--- config.mk ---
export PLATFORM = sky130hd
export DESIGN_NAME = mux4_rr_arbiter
export DESIGN_NICKNAME = d
export VERILOG_FILES = /design/src/rtl/mux4_rr_arbiter.sv
export SDC_FILE = /design/constraint.sdc
export NUM_CORES = 1
export LEC_CHECK = 0
export ABC_CLOCK_PERIOD_IN_PS = 1600
export CAP_MARGIN = 20
export CORE_ASPECT_RATIO = 1.1
export CORE_MARGIN = 3
export CORE_UTILIZATION = 45
export CTS_CLUSTER_DIAMETER = 200
export DETAILED_ROUTE_END_ITERATION = 8
export GPL_TIMING_DRIVEN = 0
export PLACE_DENSITY = 0.81
export SLEW_MARGIN = 10
export SYNTH_ARGS = -nofsm -noshare
export SYNTH_HDL_FRONTEND = slang
export SYNTH_SLANG_ARGS = --single-unit
--- constraint.sdc ---
create_clock -name clk -period 1.6 [get_ports clk]
set_input_delay 0.24 -clock clk [delete_from_list [all_inputs] [get_ports clk]]
set_output_delay 0.24 -clock clk [all_outputs]
set_load 0.03 [all_outputs]
--- src/rtl/mux4_rr_arbiter.sv ---
// -----------------------------------------------------------------------------
// mux4_rr_arbiter
//   Round-robin arbiter and sequencer for a shared 1-bit 4:1 multiplexer.
//   Four requesters contend for the mux. One requester is granted at a time,
//   for at most MAX_HOLD cycles. The block drives the mux select and returns
//   the registered mux output together with a valid strobe. One dead (GAP)
//   cycle separates consecutive grants, so the select never changes while
//   the data is valid.
//
// Parameters
//   MAX_HOLD    maximum consecutive GRANT cycles per grant (1..255)
//   CNT_W       hold counter width, 2**CNT_W >= MAX_HOLD
//
// Ports
//   clk         single clock, rising edge
//   rst         synchronous active-high reset
//   req[3:0]    req[i]=1 : requester i wants the mux
//   din[3:0]    din[i]   : data bit of requester i (mux data input i)
//   gnt[3:0]    one-hot grant or all zero, registered
//   sel[1:0]    mux select = index of current/last grantee, registered
//   dout        registered mux output din[sel]
//   dout_valid  dout holds a bit sampled during an active grant
//   busy        1 whenever the FSM is not IDLE, registered
// -----------------------------------------------------------------------------
module mux4_rr_arbiter #(
  parameter int MAX_HOLD = 8,
  parameter int CNT_W    = 8
) (
  input  logic       clk,
  input  logic       rst,
  input  logic [3:0] req,
  input  logic [3:0] din,
  output logic [3:0] gnt,
  output logic [1:0] sel,
  output logic       dout,
  output logic       dout_valid,
  output logic       busy
);

  typedef enum logic [1:0] {
    IDLE  = 2'd0,
    GRANT = 2'd1,
    GAP   = 2'd2
  } state_t;

  localparam logic [CNT_W-1:0] HOLD_LAST = CNT_W'(MAX_HOLD - 1);

  state_t           state, state_nxt;
  logic [1:0]       ptr, ptr_nxt;
  logic [CNT_W-1:0] hold_cnt, hold_nxt;
  logic [3:0]       gnt_nxt;
  logic [1:0]       sel_nxt;
  logic             dout_nxt;
  logic             valid_nxt;
  logic             busy_nxt;

  logic             found;
  logic [1:0]       pick;
  logic             grant_done;

  // Rotating priority scan: ptr has the highest priority, then ptr+1, ...
  // The loop runs from lowest to highest priority, so the last hit wins.
  // NOTE: every variable written in a combinational block gets a default
  // first; a path that leaves one unassigned would infer a latch.
  always_comb begin
    found = 1'b0;
    pick  = 2'd0;
    for (int i = 3; i >= 0; i--) begin
      if (req[ptr + 2'(i)]) begin
        found = 1'b1;
        pick  = ptr + 2'(i);
      end
    end
  end

  // A grant ends when its owner lets go or when it has used its last cycle.
  assign grant_done = (state == GRANT) && (!req[sel] || (hold_cnt == HOLD_LAST));

  // State register and all registered outputs.
  // NOTE: sequential state uses non-blocking assignments only, so every
  // register samples the values from before the edge.
  always_ff @(posedge clk) begin
    if (rst) begin
      state      <= IDLE;
      ptr        <= 2'd0;
      hold_cnt   <= '0;
      gnt        <= 4'd0;
      sel        <= 2'd0;
      dout       <= 1'b0;
      dout_valid <= 1'b0;
      busy       <= 1'b0;
    end else begin
      state      <= state_nxt;
      ptr        <= ptr_nxt;
      hold_cnt   <= hold_nxt;
      gnt        <= gnt_nxt;
      sel        <= sel_nxt;
      dout       <= dout_nxt;
      dout_valid <= valid_nxt;
      busy       <= busy_nxt;
    end
  end

  // Next-state logic.
  always_comb begin
    state_nxt = state;
    unique case (state)
      IDLE, GAP: state_nxt = found ? GRANT : IDLE;
      GRANT:     state_nxt = grant_done ? GAP : GRANT;
      default:   state_nxt = IDLE;
    endcase
  end

  // Output and datapath logic, computing the next value of every registered
  // output. gnt and sel hold their values unless arbitration or exit
  // changes them.
  always_comb begin
    gnt_nxt   = gnt;
    sel_nxt   = sel;
    ptr_nxt   = ptr;
    hold_nxt  = hold_cnt;
    valid_nxt = (state == GRANT) && req[sel];
    dout_nxt  = valid_nxt ? din[sel] : dout;
    // busy is registered, so it follows the state being entered.
    busy_nxt  = (state_nxt != IDLE);

    unique case (state)
      IDLE, GAP: begin
        if (found) begin
          gnt_nxt  = 4'b0001 << pick;
          sel_nxt  = pick;
          hold_nxt = '0;
        end
      end
      GRANT: begin
        // The exit at HOLD_LAST fires before the counter can wrap.
        hold_nxt = hold_cnt + CNT_W'(1);
        if (grant_done) begin
          gnt_nxt = 4'd0;
          ptr_nxt = sel + 2'd1;
        end
      end
      default: begin
        gnt_nxt = 4'd0;
      end
    endcase
  end

endmodule

* After elaboration in Yosys (flattened, before gate mapping)
Index checks and enable logic that the tools add are counted.
Storage, ports and cells: word-level logic and storage cells 64, output and inout bits 9, bits in registers 21, input bits 10
Cells by class: mux-type cells 28, $add $sub $neg 5, magnitude comparators 5, equal/unequal tests 5, shifts and indexed selects 1, reductions and logical operators 12
Operators by type and width (count):
- 8-bit one-hot mux with 2 select lines | 1
- 2-bit by 3-bit less-than comparator with 1-bit output, second input constant | 5
- 1-bit binary-select mux with 2-bit select | 6
- 1-bit two-way mux | 11
- 2-bit two-way mux | 5
- 8-bit by 1-bit adder with 8-bit output, second input constant | 1
- 8-bit by 3-bit equality test with 1-bit output, second input constant | 1
- 4-bit two-way mux | 2
- 8-bit two-way mux | 1
- 4-bit one-hot mux with 2 select lines | 1
- 2-bit AND reduction | 4
- 2-bit by 1-bit adder with 2-bit output, second input constant | 2
- 2-bit adder, second input constant | 2
- 2-bit != test, second input constant | 2
- 2-bit one-hot mux with 2 select lines | 1
- 2-bit nonzero test | 2
- 1-bit by 2-bit << shifter with 4-bit output, first input constant | 1
- 2-bit by 1-bit equality test with 1-bit output, second input constant | 1
- 2-bit equality test, second input constant | 1
- 1-bit logical AND | 2
- 2-bit logical NOT | 1
- 2-bit OR reduction | 1
- 1-bit logical NOT | 1
- 1-bit logical OR | 1

* Longest topological paths before layout
Gate-level depths: netlist of run 1.
depth after elaboration 10, mapped depth 6, mapped depth without buffers 6

* Least setup slack after synthesis of run 1
Ideal clock, no wire load.
path type register to register, start point register sel[0], end point register gnt[2], stages on the path, launching flop included 5, clock period less this slack 1.872 ns, buffers on the path 0, data required time 1.472 ns, path slack -0.272 ns, setup time 0.128 ns, data arrival time 1.744 ns, cell sequence dfxtp_1 > mux4_2 > a32o_2 > a22oi_1 > nor2_1
On the way: cells in the longest elaborated chain, start to end 7
Ends and longest elaborated chain:
- start: declaration | RTL line 34 | output logic [1:0] sel,
- start signal: assignment | RTL line 97 | sel <= sel_nxt;
- 1-bit binary-select mux with 2-bit select | RTL line 77 | assign grant_done = (state == GRANT) && (!req[sel] || (hold_cnt == HOLD_LAST));
- 1-bit two-way mux (not written as such) | RTL line 77
- 1-bit logical NOT | RTL line 77
- 1-bit logical OR | RTL line 77
- 1-bit logical AND | RTL line 77
- 2-bit != test (no source line)
- 2-bit AND reduction (no source line)
- end signal: assignment | RTL line 96 | gnt <= gnt_nxt;
- end: declaration | RTL line 33 | output logic [3:0] gnt,
No other way between the ends. The select of a mux whose other input is x is not followed. A chain may end at the register's enable or synchronous reset.

* Worst setup path in the final report of run 1
start point register hold_cnt[3], end point register gnt[0]
On the way: cells in the longest elaborated chain, start to end 5
Ends and longest elaborated chain:
- start: declaration | RTL line 50 | logic [CNT_W-1:0] hold_cnt, hold_nxt;
- start signal: assignment | RTL line 95 | hold_cnt <= hold_nxt;
- 8-bit by 3-bit equality test with 1-bit output | RTL line 77
- 1-bit logical OR | RTL line 77
- 1-bit logical AND | RTL line 77
- 2-bit != test (no source line)
- 2-bit AND reduction (no source line)
No other way between the ends.

==> results of run 1 <==
power by group through the flow:
stage | sequential [W] | combinational [W] | clock (W)
floorplan | 0.000618 | 0.000131 | 0
global placement | 0.000588 | 0.000245 | 0
detailed placement | 0.000590 | 0.000251 | 0
CTS | 0.000579 | 0.000267 | 0.000254
global route | 0.000586 | 0.000306 | 0.000277
finish | 0.000580 | 0.000279 | 0.000247
layer usage:
| metal | vias to the layer above | GRT usage (%) | share of wire, % |
|---|---|---|---|
| li1 | 475 | - | - |
| met1 | 462 | 21.60 | 43 |
| met2 | 21 | 33.70 | 51 |
| met3 | 2 | 2.949 | 4.3 |
| met4 | 0 | 5.830 | 0.79 |
| met5 | - | 0 | 0 |
cell type report:
type / count / area [um^2] / share of cell area, %
Buffer: 3 / 11.26 / 0.8403
Clock buffer: 4 / 26.28 / 1.961
Tap cell: 28 / 35.03 / 2.614
Sequential cell: 21 / 425.4 / 31.75
Multi-Input combinational cell: 88 / 596.8 / 44.54
Timing Repair Buffer: 23 / 230.2 / 17.18
Inverter: 4 / 15.01 / 1.120
synth_stat cells (3+ instances only):
cell type	instances	area (um^2)
clkbuf_1	4	15.01
and3_1	3	18.77
nor2_1	22	82.58
nand2_1	9	33.78
a22oi_1	5	37.54
o21ai_0	6	30.03
a21oi_1	10	50.05
nand3_1	3	15.01
inv_1	4	15.01
dfxtp_1	21	420.4
a211oi_1	3	22.52
worst register-to-register path, cell delays in order, from the launching register on:
cell,delay (ns)
dfxtp_2,0.34
or4_1,0.51
or3_4,0.34
a32o_2,0.33
a22oi_2,0.17
nor2_1,0.06
metrics by stage:
| stage | worst slack (ns) | util, % | instances |
|---|---|---|---|
| CTS | -0.2327 | 63.66 | 171 |
| detailed placement | -0.5770 | 58.88 | 163 |
| global route | -0.3130 | 65.63 | 171 |
| finish | -0.2481 | 65.63 | 171 |
| global placement | -0.5133 | 58.88 | 163 |
| floorplan | -0.1739 | - | 117 |
registers in the layout, indices dropped and copies added (netlist names):
signal	flops
state	2
busy	1
dout	1
hold_cnt	8
gnt	4
ptr	2
dout_valid	1
sel	2
timing repair:
action,4_1_cts,5_1_grt
setup endpoints to repair,16,18
gates resized for setup,13,12
pin swaps,5,4
setup buffers,5,0
hold buffers,0,0
worst paths after layout:
kind / slack, ns / to / from / cells past startpoint
setup / recovery: -0.25 / gnt[0] / hold_cnt[3] / 5
hold / removal: 0.47 / dout / dout / 2
setup reg to reg: -0.25 / gnt[0] / hold_cnt[3] / 5
hold reg to reg: 0.47 / dout / dout / 2
cell families (layout without fill, tap and decap cells):
| family | after synthesis | in the layout | synth area share, % |
|---|---|---|---|
| and+or+nand+nor | 48 | 48 | 22.84 |
| AOI/OAI and AO/OA | 35 | 35 | 23.73 |
| DFF | 21 | 21 | 42.64 |
| buffers and inverters | 8 | 34 | 3.045 |
| muxes | 3 | 3 | 5.583 |
| adders and majority gates | 1 | 1 | 1.269 |
| xor gates and xnor gates | 1 | 1 | 0.8885 |
==> metrics.txt, run 1 <==
status finished, violations left; failing checks negative setup slack; Yosys warning count 0; placed instance area ~0.0012 mm^2; Max Freq about 540 MHz; Sw Share 30.13%; share of layout cells above drive strength 1 around 20%; diodes inserted 0; Hold Slack around 0.47 ns; die width 50.63 um; Syn-to-layout area delta 35.91%; Pins Over Slew Limit 0; largest net degree at the start of global routing 12; total power around 0.0011 W; root buffer cell clkbuf_4; Syn Std Cell Area 985.9 um^2; Congestion Overflow GR 0; CTS tree yes; Pre-antenna DRT Iters 4; DRC 0; Synth Net Count approximately 130; clock skew roughly 0.0020 ns; critical path endpoint category flop; combinational fraction of design power 25.2%; Synth async-reset ratio 0%; slowest CP cell or4_1; Clock transition at path regs approximately 0.11 ns; initial antenna violation count 0; crit-path max cell delay just over 0.5 ns; Global Route Usage Sum between 10% and 20%; Post-synth top flop dfxtp_1; first-pass GRT wire length 3843 um; setup slack after layout -0.2481 ns; initial core utilization approximately 48%; CP bufs+invs 0; Initial DRC Count 13; Worst Path Required approximately 1.8 ns; final wirelength 2284 um; vias per cell 5.614; post-synth cell types 33; CP delay by family, top simple AND/OR/NAND/NOR gates; H-tree depth 1; cell row count 17; area of the die between 0.002 and 0.003 mm^2; Final HPWL DP 1636 um; fillers 184; clk buf depth 2; arrival time at the worst endpoint 2.03 ns; final worst path period need approximately 1.8 ns; worst skew pair latency between 0.2 and 0.3 ns; post-synthesis sequential area ratio a little over two fifths; Core ar. between 0.002 and 0.0025 mm^2; most common cell after layout, fill and taps aside nor2_1; Buffers on Ports 18; most frequent cells in the layout 21 x nor2_1, 17 x dfxtp_1, 10 x a21oi_1, 10 x clkdlybuf4s50_1, 8 x nand2_1; Clock Sinks 21; number of synthesized register bits 21; CP Launch Type flop; via count 960; crit share post-route 115.5%; wire per inst between 10 and 15 um; Int Pwr 0.0007732 W; Post-Syn Area per Cell between 8 and 9 um^2; I/O pins 19; count of flip-flops with a built-in enable after synthesis 0; Final Wtd Congestion 0.7778; PwrDens slightly above 800 mW/mm^2; Max transition margin roughly 66%; class of the worst hold path reg2reg; Die Y approximately 55 um; setup tns final -1.676 ns; max-cap violations 0; vias in the first global route between 900 and 1000; Syn Inst Count around 120; # setup viols final 8; share of power burned in registers between 50% and 60%; CTS Buf Count 3; sw power 0.0003335 W; final hold vios 0; RSZ-0062 raised after global routing true; critical path cell sequence or4_1 -> or3_4 -> a32o_2 -> a22oi_2 -> nor2_1; Crit Path Class reg2reg; cell leakage power approximately 0.57 nW; clock share of power 22.3%; Peak supply drop a little over 0.0005 V; fin area ~0.0013 mm^2; crit path max fanout 4; Layout Nets 155; Routed Antenna Nets 0; Least-Margin Pin Slew approximately 0.51 ns
Power figures use the tool's default switching activity.
==> inputs of run 2 (changes only) <==
==> constraint.sdc (replaced) <==
create_clock -name clk -period 1.6 [get_ports clk]
set_input_delay 0.32 -clock clk [delete_from_list [all_inputs] [get_ports clk]]
set_output_delay 0.32 -clock clk [all_outputs]
set_load 0.03 [all_outputs]
==> run 2 against run 1 <==
The run still ends with negative setup slack left. Core utilization decreased by 0.43 points. Non-clock buffer count is 1 higher. Worst setup slack improved by 0.0012 ns. Wire length up 0.66%. Global-route usage up 0.12 points.
==> metrics.txt, run 2 (same netlist as run 1, synthesis figures left out) <==
status finished, violations left; failing checks negative setup slack; class of the worst hold path reg2reg; final worst path period need ~1.8 ns; vias in the first global route approximately 890; CTS tree yes; dpl ws -0.6570 ns; Max Freq ~540 MHz; Final Wtd Congestion a little under 0.8; sw power around 0.00033 W; Sw Share 30.21%; combinational fraction of design power between 20% and 30%; Int Pwr 0.0007662 W; cell leakage power 0.5526 nW; Peak supply drop approximately 0.00051 V; most common cell after layout, fill and taps aside nor2_1; Syn-to-layout area delta 35.03%; CTS Buf Count 3; Pins Over Slew Limit 0; slowest CP cell mux4_2; first-pass GRT wire length just under 4000 um; crit-path max cell delay between 0.5 and 0.6 ns; biggest regs hold_cnt: 8 flops, gnt: 4 flops; Clock transition at path regs 0.11 ns; Core ar. a little over 0.002 mm^2; share of power burned in registers a little over half; Clock Sinks 21; Routed Antenna Nets 0; Buffers on Ports 18; root buffer cell clkbuf_4; setup slack after layout -0.2469 ns; die width around 50 um; Final HPWL DP 1636 um; Layout Nets about 160; Congestion Overflow GR 0; Pre-antenna DRT Iters 4; Top reg by flops hold_cnt; clock share of power between 20% and 30%; arrival time at the worst endpoint around 2.0 ns; diodes inserted 0; max FFs per register 8; Initial DRC Count 21; critical path cell sequence clkdlybuf4s50_1 -> mux4_2 -> a32o_2 -> a22oi_2 -> nor2_1; Die Y ~55 um; max-cap violations 0; Final Core Density 65.20%; # setup viols final 8; area of the die roughly 0.0028 mm^2; final wirelength about 2300 um; Crit Path Class in2reg; Global Route Usage Sum 18.25%; via count 971; Hold Slack between 0.4 and 0.5 ns; initial core utilization 48.28%; DRC 0; crit path max fanout 5; wire per inst roughly 13 um; I/O pins 19; largest net degree at the start of global routing 12; clock skew 0.002203 ns; clk buf depth 2; fillers 194; most frequent cells in the layout 21 x nor2_1, 17 x dfxtp_1, 10 x a21oi_1, 10 x dlygate4sd2_1, 8 x nand2_1; critical path endpoint category flop; Worst Path Required ~1.8 ns; Least-Margin Pin Slew between 0.5 and 0.6 ns; CP Launch Type input pin; cell row count 17; Max transition margin 65.63%; worst skew pair latency 0.29 ns; initial antenna violation count 0; RSZ-0062 raised after global routing true; crit share post-route 115.4%; final hold vios 0; PwrDens 824.6 mW/mm^2; vias per cell 5.645; share of layout cells above drive strength 1 20.14%; H-tree depth 1
## run 2: cell count changes in the layout (fill, tap and decap cells not counted)
| cell | change |
|---|---|
| buf_4 | +1 |
| dlymetal6s2s_1 | -3 |
| dlygate4sd2_1 | +7 |
| clkdlybuf4s50_1 | -4 |
## run 2: per-layer routing
layer  wire (um)  vias to the layer above  GRT usage, %
met4          18                        0         5.381
met5           0                        -             0
met2        1156                       27         33.91
met1        1014                      462         21.93
li1            -                      480             -
met3         110                        2         2.949
## run 2: stage by stage
stage                     total power (W)  instances  area [um^2]  setup TNS [ns]
after global placement          0.0008329        163         1202          -7.080
final                            0.001098        172         1331          -1.606
after CTS                        0.001097        171         1301          -1.456
after detailed placement        0.0008412        163         1202          -8.135
after global routing             0.001161        172         1331          -2.128
after floorplan                 0.0007491        117        987.2         -0.8059
## run 2: path summary, 6_finish.rpt
path | from | end | cells past startpoint | slack, ns
max | req[2] | gnt[0] | 5 | -0.25
min | dout | dout | 2 | 0.46
max reg2reg | hold_cnt[3] | gnt[0] | 5 | -0.24
min reg2reg | dout | dout | 2 | 0.46
## run 2: what timing repair did
action                     in CTS  in global routing
setup buffers                   5                  1
pin swaps                       5                  4
resized for setup              23                  6
hold buffers                    0                  0
setup endpoints to repair      25                 17
## run 2: power by group through the flow
stage | Clock [W] | Combinational, W | Sequential (W)
after CTS | 0.000254 | 0.000263 | 0.000579
after floorplan | 0 | 0.000131 | 0.000618
after global routing | 0.000277 | 0.000299 | 0.000586
final | 0.000245 | 0.000273 | 0.000580
after detailed placement | 0 | 0.000251 | 0.000590
after global placement | 0 | 0.000245 | 0.000588
## run 2: worst max-delay path: cells and delay by family
family	cells	cell delay [ns]
buffers and inverters	1	0.54
muxes	1	0.59
and+or+nand+nor	1	0.05
AOI/OAI and AO/OA	2	0.52
## run 2: cell type report
class / count / area [um^2] / area share [%]
multi-input cells: 88 / 596.8 / 44.83
flip-flops and latches: 21 / 425.4 / 31.95
well taps: 28 / 35.03 / 2.632
plain buffers: 3 / 11.26 / 0.8459
clock buffers: 4 / 26.28 / 1.974
inverters: 4 / 15.01 / 1.128
repair buffers: 24 / 221.5 / 16.64
==> inputs of run 3 (changes only) <==
Settings changed: ABC_CLOCK_PERIOD_IN_PS 1600 to 2200, CORE_UTILIZATION 45 to 53, PLACE_DENSITY 0.81 to 0.88.
Clock period 1.6 ns to 2.2 ns, I/O delays scaled along.
==> run 3 against run 2 <==
The flow now finishes without violations. Wire length is essentially flat. Non-clock buffer count shrank 5. Clock-buffer cell count shrank 1. Sequential share of layout area grew 2.6 points. Core utilization grew 8.5 points. Clock skew grew 0.0091 ns. Global-route usage grew 4.0 points. Critical path type unchanged.
==> metrics.txt, run 3 (same netlist as run 1, synthesis figures left out) <==
Buffers on Ports 18; Pre-antenna DRT Iters 4; DRC 0; combinational fraction of design power a little under a quarter; initial antenna violation count 0; sw power around 0.00024 W; placed cells 152; Least-Margin Pin Slew about 0.63 ns; share of power burned in registers a little over half; crit share post-route 94.01%; Core ar. ~0.0017 mm^2; setup slack after layout between 0.1 and 0.15 ns; diodes inserted 0; Initial DRC Count 26; CP delay by family, top buffers and inverters; area of the die roughly 0.0024 mm^2; Top reg by flops hold_cnt; share of layout cells above drive strength 1 between 7 and 8%; Post-Layout Cell Count 156; Max Freq 483.5 MHz; CTS tree yes; largest net degree at the start of global routing 14; Congestion Overflow GR 0; setup tns final 0 ns; Layout Nets between 150 and 200; Final Wtd Congestion around 0.78; total power about 0.00080 W; # hold bufs at CTS 0; max-cap violations 0; Max transition margin ~57%; Die Y roughly 51 um; final hold vios 0; Clock transition at path regs approximately 0.12 ns; Routed Antenna Nets 0; clock share of power a little under a quarter; CP bufs+invs 2; initial core utilization 59.70%; clock skew 0.01126 ns; critical path endpoint category flop; cell leakage power about 0.45 nW; crit-path max cell delay about 0.52 ns; max FFs per register 8; crit path max fanout 7; biggest regs hold_cnt: 8 flops, gnt: 4 flops; via count 953; Final HPWL DP between 1500 and 2000 um; Peak supply drop a little over 0.0005 V; critical path cell sequence clkdlybuf4s50_1 -> nor4_1 -> or2_1 -> clkbuf_1 -> o21ba_2 -> a22oi_1 -> nor2_1; arrival time at the worst endpoint between 2 and 2.5 ns; PwrDens roughly 650 mW/mm^2; die width about 47 um; Crit Path Class in2reg; Pins Over Slew Limit 0; vias per cell 6.109; Clock Sinks 21; Syn-to-layout area delta 23.48%; worst skew pair latency between 0.3 and 0.4 ns; PostCTS Resize Cnt 0; Post-CTS Setup Inserts 0; most common cell after layout, fill and taps aside nor2_1; H-tree depth 1; vias in the first global route around 910; first-pass GRT wire length around 3900 um; Hold Slack between 0.4 and 0.5 ns; # setup viols final 0; CP Launch Type input pin; final worst path period need 2.068 ns; Int Pwr about 0.00055 W; cell row count 15; RSZ-0062 raised after global routing false; class of the worst hold path reg2reg; status finished clean; most frequent cells in the layout 22 x nor2_1, 21 x dfxtp_1, 18 x clkdlybuf4s50_1; I/O pins 19; clk buf depth 2; Worst Path Required 2.40 ns; CTS Buf Count 3; slowest CP cell clkdlybuf4s50_1; dpl ws -0.1790 ns; Sw Share around 30%; root buffer cell clkbuf_4; final wirelength about 2300 um; wire per inst 14.75 um; Global Route Usage Sum 22.25%
[run 3: cell count changes in the layout (fill, tap and decap cells not counted), moves of 2 or more]
cell,before,now
clkdlybuf4s50_1,6,18
dlygate4sd2_1,10,0
buf_4,5,0
a22oi_1,1,5
a22oi_2,4,0
dfxtp_1,17,21
dfxtp_2,4,0
dlymetal6s2s_1,2,0
[run 3: power by group through the flow]
| stage | Sequential, W | Clock, W | Combinational [W] |
|---|---|---|---|
| final | 0.000421 | 0.000188 | 0.000188 |
| after global routing | 0.000424 | 0.000211 | 0.000205 |
| after CTS | 0.000420 | 0.000195 | 0.000187 |
| after detailed placement | 0.000428 | 0 | 0.000186 |
| after global placement | 0.000427 | 0 | 0.000179 |
| after floorplan | 0.000449 | 0 | 0.0000952 |
[run 3: area by class of cell]
cell class              count  area (um^2)
plain buffers               4        15.01
well taps                  17        21.27
fillers                   139        434.2
inverters                   4        15.01
clock inverters             1        7.507
repair buffers             18        180.2
multi-input cells          88        535.5
flip-flops and latches     21        420.4
clock buffers               3        22.52
[run 3: final timing paths]
path                                   from      to  slack, ns  cells past startpoint
worst max-delay path                 req[3]  gnt[1]       0.13                      7
worst min-delay path                   dout    dout       0.47                      2
worst max register to register  hold_cnt[4]  gnt[2]       0.29                      5
worst min register to register         dout    dout       0.47                      2
[run 3: routing by layer]
metal / part of all wire [%] / vias up / global-route usage [%]
li1: - / 467 / -
met2: 53 / 33 / 36.20
met1: 42 / 451 / 29.17
met4: 0.30 / 0 / 3.687
met5: 0 / - / 0
met3: 4.8 / 2 / 6.338
[run 3: through the flow]
step           cell area, um^2  util [%]
2_1_floorplan            985.9         -
5_1_grt                   1217     73.71
3_5_place_dp              1187     71.89
4_1_cts                   1217     73.71
3_3_place_gp              1187     71.89
6_report                  1217     73.71
[run 3: worst register-to-register path: cells and delay by family (launching register included)]
family / cells / cell delay, ns
DFF: 1 / 0.37
and+or+nand+nor: 3 / 0.92
AOI/OAI and AO/OA: 2 / 0.52
